**config.mk**
```make
export PLATFORM = sky130hd
export DESIGN_NAME = pulse_seq_gen
export DESIGN_NICKNAME = d
export VERILOG_FILES = /design/src/rtl/pulse_seq_gen.sv
export SDC_FILE = /design/constraint.sdc
export NUM_CORES = 1
export LEC_CHECK = 0
export CORE_ASPECT_RATIO = 0.8
export CORE_MARGIN = 10
export CORE_UTILIZATION = 40
export DETAILED_ROUTE_END_ITERATION = 7
export GPL_ROUTABILITY_DRIVEN = 0
export PLACE_DENSITY = 0.55
export SYNTH_ARGS = -nofsm -noshare
export SYNTH_HDL_FRONTEND = slang
export SYNTH_SLANG_ARGS = --single-unit
```
**constraint.sdc**
```tcl
create_clock -name sysclk -period 1.7 [get_ports sysclk]
set_input_delay 0.34 -clock sysclk [delete_from_list [all_inputs] [get_ports sysclk]]
set_output_delay 0.34 -clock sysclk [all_outputs]
set_load 0.05 [all_outputs]
```
**src/rtl/pulse_seq_gen.sv**
```systemverilog
// Multi-channel phased pulse generator. The phase mode is stepped by debounced
// Next/Pre buttons or by a free-running auto-advance timer.

module btn_deb #(
  parameter int DEB_CYCLES = 8
) (
  input  logic sysclk,
  input  logic reset,
  input  logic i_raw,
  output logic o_evt
);
  localparam int CW = $clog2(DEB_CYCLES);

  logic          r_meta, r_sync, r_deb, r_deb_d;
  logic [CW-1:0] r_cnt;

  // The count only advances while the synchronised input disagrees with the
  // debounced level; a single agreeing cycle starts the wait over.
  always_ff @(posedge sysclk or negedge reset) begin
    if (!reset) begin
      r_meta  <= 1'b0;
      r_sync  <= 1'b0;
      r_deb   <= 1'b0;
      r_deb_d <= 1'b0;
      r_cnt   <= '0;
    end else begin
      r_meta  <= i_raw;
      r_sync  <= r_meta;
      r_deb_d <= r_deb;
      if (r_sync != r_deb) begin
        if (r_cnt == CW'(DEB_CYCLES - 1)) begin
          r_deb <= r_sync;
          r_cnt <= '0;
        end else begin
          r_cnt <= r_cnt + CW'(1);
        end
      end else begin
        r_cnt <= '0;
      end
    end
  end

  assign o_evt = r_deb & ~r_deb_d;
endmodule

module pulse_lane #(
  parameter int CH        = 0,
  parameter int NUM_MODES = 4,
  parameter int PERIOD    = 16,
  parameter int PULSE_W   = 4,
  parameter int MW        = 2,
  parameter int PW        = 4
) (
  input  logic [PW-1:0] i_ph,
  input  logic [MW-1:0] i_mode,
  output logic          o_hit
);
  localparam int STEP = PERIOD / NUM_MODES;

  logic [31:0] w_off, w_diff;

  // The offset is reduced below PERIOD first, so adding PERIOD keeps the
  // difference non-negative and pulses stay contiguous across the phase wrap.
  assign w_off  = (32'(CH) * 32'(i_mode) * 32'(STEP)) % 32'(PERIOD);
  assign w_diff = (32'(i_ph) + 32'(PERIOD) - w_off) % 32'(PERIOD);
  assign o_hit  = w_diff < 32'(PULSE_W);
endmodule

module pulse_seq_gen #(
  parameter int  NUM_CH      = 2,
  parameter int  NUM_MODES   = 4,
  parameter int  PERIOD      = 16,
  parameter int  PULSE_W     = 4,
  parameter int  DEB_CYCLES  = 8,
  parameter int  AUTO_PERIOD = 64,
  localparam int MW          = $clog2(NUM_MODES)
) (
  input  logic              sysclk,
  input  logic              reset,
  input  logic              Bt_Next,
  input  logic              Bt_Pre,
  input  logic              Bt_Auto,
  output logic [NUM_CH-1:0] Pulse,
  output logic [MW-1:0]     Mode,
  output logic              Auto_On
);
  localparam int PW = $clog2(PERIOD);
  localparam int TW = $clog2(AUTO_PERIOD);

  logic              w_next, w_pre, w_auto;
  logic              w_inc, w_dec, w_man, w_adv, w_chg;
  logic [MW-1:0]     w_mode_nxt;
  logic [NUM_CH-1:0] w_hit;

  logic [NUM_CH-1:0] r_pulse;
  logic [MW-1:0]     r_mode;
  logic              r_auto_on;
  logic [PW-1:0]     r_ph;
  logic [TW-1:0]     r_tmr;

  btn_deb #(.DEB_CYCLES(DEB_CYCLES)) u_deb_next (
    .sysclk(sysclk), .reset(reset), .i_raw(Bt_Next), .o_evt(w_next));
  btn_deb #(.DEB_CYCLES(DEB_CYCLES)) u_deb_pre (
    .sysclk(sysclk), .reset(reset), .i_raw(Bt_Pre), .o_evt(w_pre));
  btn_deb #(.DEB_CYCLES(DEB_CYCLES)) u_deb_auto (
    .sysclk(sysclk), .reset(reset), .i_raw(Bt_Auto), .o_evt(w_auto));

  for (genvar k = 0; k < NUM_CH; k++) begin : g_lane
    pulse_lane #(
      .CH(k), .NUM_MODES(NUM_MODES), .PERIOD(PERIOD),
      .PULSE_W(PULSE_W), .MW(MW), .PW(PW)
    ) u_lane (
      .i_ph(r_ph), .i_mode(r_mode), .o_hit(w_hit[k]));
  end

  // Simultaneous Next/Pre cancel; a manual press or an Auto toggle pre-empts
  // an auto advance falling in the same cycle.
  always_comb begin
    w_inc      = w_next & ~w_pre;
    w_dec      = w_pre & ~w_next;
    w_man      = w_next | w_pre;
    w_adv      = r_auto_on & ~w_auto & ~w_man & (r_tmr == TW'(AUTO_PERIOD - 1));
    w_chg      = w_inc | w_dec | w_adv;
    w_mode_nxt = r_mode;
    if (w_inc || w_adv)
      w_mode_nxt = (r_mode == MW'(NUM_MODES - 1)) ? '0 : r_mode + MW'(1);
    else if (w_dec)
      w_mode_nxt = (r_mode == '0) ? MW'(NUM_MODES - 1) : r_mode - MW'(1);
  end

  always_ff @(posedge sysclk or negedge reset) begin
    if (!reset) begin
      r_pulse   <= '0;
      r_mode    <= '0;
      r_auto_on <= 1'b0;
      r_ph      <= '0;
      r_tmr     <= '0;
    end else begin
      r_mode <= w_mode_nxt;
      if (w_auto)
        r_auto_on <= ~r_auto_on;
      if (w_auto || w_man || !r_auto_on || r_tmr == TW'(AUTO_PERIOD - 1))
        r_tmr <= '0;
      else
        r_tmr <= r_tmr + TW'(1);
      // A mode change restarts the frame with a blank output cycle.
      if (w_chg) begin
        r_ph    <= '0;
        r_pulse <= '0;
      end else begin
        r_ph    <= (r_ph == PW'(PERIOD - 1)) ? '0 : r_ph + PW'(1);
        r_pulse <= w_hit;
      end
    end
  end

  assign Pulse   = r_pulse;
  assign Mode    = r_mode;
  assign Auto_On = r_auto_on;
endmodule

```
### After elaboration in Yosys (flattened, before gate mapping)

Cells that the tools add are included.

* memories kept: 0
* RAM bits: 0
* bits in latches: 0
* input bits: 5
* bits in read-only memories: 0
* word-level logic and storage cells: 83
* output and inout port bits: 5
* register bits after elaboration: 36

* order comparisons: 2
* multiply operators: 0
* mux-type cells: 14
* bitwise operators: 19
* $add $sub $neg: 9
* reductions and logical operators: 10
* shift-type cells: 0
* eq/ne operators: 9
* divide/modulo/power cells: 0

Operators by type and width (count)
* 3-bit two-way mux: 6
* 2-bit two-way mux: 5
* 3-bit by 1-bit adder with 3-bit output (second input constant): 3
* 3-bit == test (second input constant): 3
* 4-bit by 1-bit adder with 4-bit output (second input constant): 2
* 1-bit AND: 8
* 4-bit by 3-bit less-than comparator with 1-bit output (second input constant): 2
* 4-bit two-way mux: 2
* 1-bit NOT: 8
* 6-bit by 1-bit adder with 6-bit output (second input constant): 1
* 6-bit == test (second input constant): 1
* 6-bit two-way mux: 1
* 2-bit AND reduction: 3
* 4-bit == test (second input constant): 1
* 1-bit logical OR: 4
* 4-bit subtractor: 1
* 1-bit inequality test: 3
* 1-bit OR: 3
* 2-bit by 1-bit adder with 2-bit output (second input constant): 1
* 2-bit == test (second input constant): 1
* 2-bit logical NOT: 1
* 2-bit nonzero test: 1
* 2-bit by 1-bit subtractor with 2-bit output (second input constant): 1
* 1-bit logical NOT: 1

### Depth between registers and ports, before layout

* depth after elaboration: 8
* gate-level depth with buffers: 7

### Cells and area by module

From an unflattened synthesis, not the netlist that was laid out.

* cell total of the unflattened synthesis: 121
* area total of the unflattened synthesis: 1562.7 µm²

By module, submodules not included
* pulse_seq_gen: cells each 71, area an instance 773.2 µm², instances 1, sequential area each 375.4 µm²
* btn_deb: cells each 15, area an instance 251.5 µm², instances 3, sequential area each 175.2 µm²
* pulse_lane at g_lane[1].u_lane: cells each 4, area an instance 31.3 µm², instances 1, sequential area each 0.0 µm²
* pulse_lane at g_lane[0].u_lane: cells each 1, area an instance 3.8 µm², instances 1, sequential area each 0.0 µm²

### Least setup slack after synthesis

No wires, ideal clock.

* path kind: register -> register
* start point: register u_deb_next.r_deb_d
* end point: register r_ph[3]
* cell stages (with the launch flop): 8
* arrival: 1.468 ns
* path slack: 0.132 ns
* library setup time: 0.099 ns
* data required time: 1.601 ns
* path through: dfrtp_1 -> nand2b_1 -> ha_1 -> nand2_1 -> and4bb_4 -> or2_1 -> buf_2 -> a311oi_1

* cells in the longest elaborated chain, start to end: 8
* elaborated cells on any way between the ends: 12
* those cells by class: 1 x mux; 11 x bitwise

RTL lines
* start: declaration: line 14 `logic r_meta, r_sync, r_deb, r_deb_d;`
* start signal: assignment: line 29 `r_deb_d <= r_deb;`
* 1-bit NOT *: line 43 `assign o_evt = r_deb & ~r_deb_d;`
* 1-bit AND *: line 43
* 1-bit OR: line 121 `w_man = w_next | w_pre;`
* 1-bit NOT: line 122 `w_adv = r_auto_on & ~w_auto & ~w_man & (r_tmr == TW'(AUTO_PERIOD - 1));`
* 1-bit AND (2 in series): line 122
* 1-bit OR *: line 123 `w_chg = w_inc | w_dec | w_adv;`
* 4-bit two-way mux *: line 147 `if (w_chg) begin`
* end signal: assignment: line 151 `r_ph <= (r_ph == PW'(PERIOD - 1)) ? '0 : r_ph + PW'(1);`
* end: declaration: line 98 `logic [PW-1:0] r_ph;`

Mark *: on every way between the ends. The rest lies on a longest branch, timed or not.
A chain may end at the register's enable or synchronous reset.

### Worst setup path after layout

* start point: register u_deb_next.r_deb_d
* end point: register r_ph[0]

Same word-level chain as after synthesis.

==> reports/qor.txt <==
crit-path max FO = 6
gr ovfl total = 0
TritonCTS Buffers = 5
global-route wire length before repair = 4000 um
vias in the first global route = 888
area leader, netlist = dfrtp_1
CP max stage delay = 0.35 ns
Worst setup EP type = register
R2R Path Start = u_deb_next.r_deb_d
clock net sink count = 36
Max Clk Rate = 627 MHz
sequential cell area fraction in the yosys report = 0.595
input/output buffers = 9
largest net degree at the start of global routing = 37
WP data arrival = 1.77 ns
share of cells above drive strength 1 = 0.154
Final Slew Violations = 0
Pre-antenna DRT Iters = 4
area share of the largest cell type after synthesis = 0.595
initial antenna violation count = 0
flops & latches, synth = 36
CP top delay family = simple AND/OR/NAND/NOR gates
Syn-to-layout area delta = 16.4%
die extent in y = 75.0 um
Synth Warn # = 0
CP Cell Sequence = nand2b_1, ha_1, nand2_1, and4bb_4, or2_4, a311oi_2
Placeable Area = 3540 sq um
Final Util = 0.497
critical path's slowest cell = dfrtp_1
syn_nets = 138
Initial Util = 0.427
DP HPWL = 1550 um
Tcrit/Tclk final = 0.939
FP Rows = 19
worst hold slack = 0.350 ns
post-synth cell types = 26
Synth area leaders = dfrtp_1 (60%), ha_1 (12%), xnor2_1 (3.5%)
post-DR wirelength/cell = 12.1 um
Post-Syn Area = 1510 sq um
Worst Tran Pin Value = 0.440 ns
clk_skew = 0.00551 ns
nets = 154
Detailed Route WL = 2160 um
# fillers = 310
antenna fix cells = 0
Final setup viols = 0
htree depth = 2
Static Leak = 0.000863 uW
FF-to-FF setup slack = 0.10 ns
Vias = 861
die width = 88.8 um
mean post-synth cell area = 12.7 sq um
Synth Instances = 119
Hold-fix buffers, CTS = 0
Worst Setup SP = u_deb_next.r_deb_d
# Max-Cap Violations = 0
CTS clock-pin slew for the worst setup and hold paths = 0.07 ns
PwrDens = 1810 nW/um^2
maximum clock path buffer count = 2
status = finished, final reports clean
CP Buf/Inv Count = 0
Die ar. = 6660 sq um
IO Pins = 10
ANT nets after route = 0
WP data required = 1.88 ns
FF-to-FF path depth = 6
critical setup path kind = reg -> reg
CTS tree = yes
maximum vdd ir drop = 0.000771 V
setup TNS = 0 ns
1st-iter DRT viols = 26
gr usage total = 0.0785
cts repair resizes = 0
vias per inst = 4.84
CP startpoint kind = register
Critical R2R Capture = r_ph[0]
Final Hold Vio Count = 0
crit path capture = r_ph[0]
post-CTS setup buffers = 0
Root Driver = clkbuf_8
instance count on the critical path = 6
Hold Path Class = reg -> reg
minimum clock period = 1.60 ns
worst skew pair latency = 0.28 ns
DRC viols = 0
relative max-transition margin = 0.707
metrics by stage:
step                      total power [uW]  cells  instance area, sq um  worst slack, ns
final                                 3180    178                  1760            0.105
after global routing                  3480    178                  1760         -0.00721
after floorplan                       2230    119                  1510            0.132
after global placement                2530    170                  1660            0.138
after CTS                             3200    178                  1750           0.0438
after detailed placement              2570    170                  1660           0.0572
flip-flops by register name (all words and copies together) (netlist names):
register	flops
u_deb_pre.r_cnt	3
u_deb_next.r_meta	1
u_deb_auto.r_deb	1
u_deb_next.r_sync	1
u_deb_pre.r_deb_d	1
u_deb_pre.r_meta	1
u_deb_auto.r_sync	1
u_deb_pre.r_sync	1
u_deb_pre.r_deb	1
u_deb_next.r_deb	1
u_deb_auto.r_meta	1
Pulse	2
r_tmr	6
u_deb_next.r_deb_d	1
u_deb_auto.r_cnt	3
r_ph	4
Auto_On	1
u_deb_auto.r_deb_d	1
u_deb_next.r_cnt	3
Mode	2
cells in the mapped netlist:
library cell	number
ha_1	14
inv_1	7
and3_4	1
nor2b_1	1
buf_2	1
nor3b_1	3
nor3_1	2
nand3b_1	1
o41ai_1	1
nand2_1	4
nand2b_1	3
mux2_2	3
a311oi_1	2
and4bb_4	1
or2_1	1
dfrtp_1	36
and2_1	4
a31oi_1	1
nor2_1	13
xnor2_1	6
o21ai_0	2
xor2_1	5
nand3_1	3
a21o_1	1
o31ai_1	2
a31o_2	1
kinds of logic (layout without fill, tap and decap cells):
kind of cell               Yosys count  count (layout)  share of synthesized area
xor gates and xnor gates            11              11                     0.0636
AOI/OAI and AO/OA                   10              10                     0.0488
DFF                                 36              36                      0.595
and+or+nand+nor                     37              37                      0.134
muxes                                3               3                     0.0223
buffers and inverters                8              25                     0.0207
adders and majority gates           14              14                      0.116
cells in the final DEF, fill, tap and decap left out, types with 4 or more instances in the layout:
cell type	count
and2_1	4
buf_4	5
xor2_1	5
clkbuf_8	6
dfrtp_1	36
nand2_1	4
nor2_1	13
ha_1	14
xnor2_1	6
clkdlybuf4s50_1	4
inv_1	7
layout make-up:
| type | count | area (sq um) | share of cell area |
|---|---|---|---|
| timing repair buffer | 10 | 97.6 | 0.0554 |
| tap | 42 | 52.6 | 0.0298 |
| clock buffer | 7 | 86.3 | 0.0490 |
| sequential | 36 | 901 | 0.511 |
| inverter | 7 | 26.3 | 0.0149 |
| clock inverter | 1 | 7.51 | 0.00426 |
| multi-input combinational | 75 | 591 | 0.335 |
routing by layer:
| metal | vias to the layer above | wire (um) | GRT usage |
|---|---|---|---|
| met2 | 13 | 924 | 0.114 |
| met3 | 2 | 120 | 0.0367 |
| li1 | 430 | - | - |
| met5 | - | 0 | 0 |
| met4 | 0 | 10 | 0.0376 |
| met1 | 416 | 1110 | 0.0964 |
worst min-delay path by stage:
stage / startpoint / end / cells past startpoint
finish: u_deb_auto.r_meta / u_deb_auto.r_sync / 0
global placement: u_deb_pre.r_meta / u_deb_pre.r_sync / 0
global route: u_deb_pre.r_meta / u_deb_pre.r_sync / 0
floorplan: reset / Auto_On / 0
CTS: u_deb_auto.r_meta / u_deb_auto.r_sync / 0
detailed placement: u_deb_auto.r_meta / u_deb_auto.r_sync / 0
worst register-to-register path, stage by stage, from the launching register on:
cell and delay [ns]:
dfrtp_1 0.35, nand2b_1 0.18, ha_1 0.22, nand2_1 0.06, and4bb_4 0.20, or2_4 0.26
a311oi_2 0.21
report_power, final:
group / total [uW] / switching (uW) / internal, uW / leakage [uW]
Clock: 610 / 281 / 329 / 0.0000445
Combinational: 1220 / 655 / 560 / 0.000356
Sequential: 1360 / 222 / 1140 / 0.000462
Note: power is estimated with default switching activity, not from simulation.
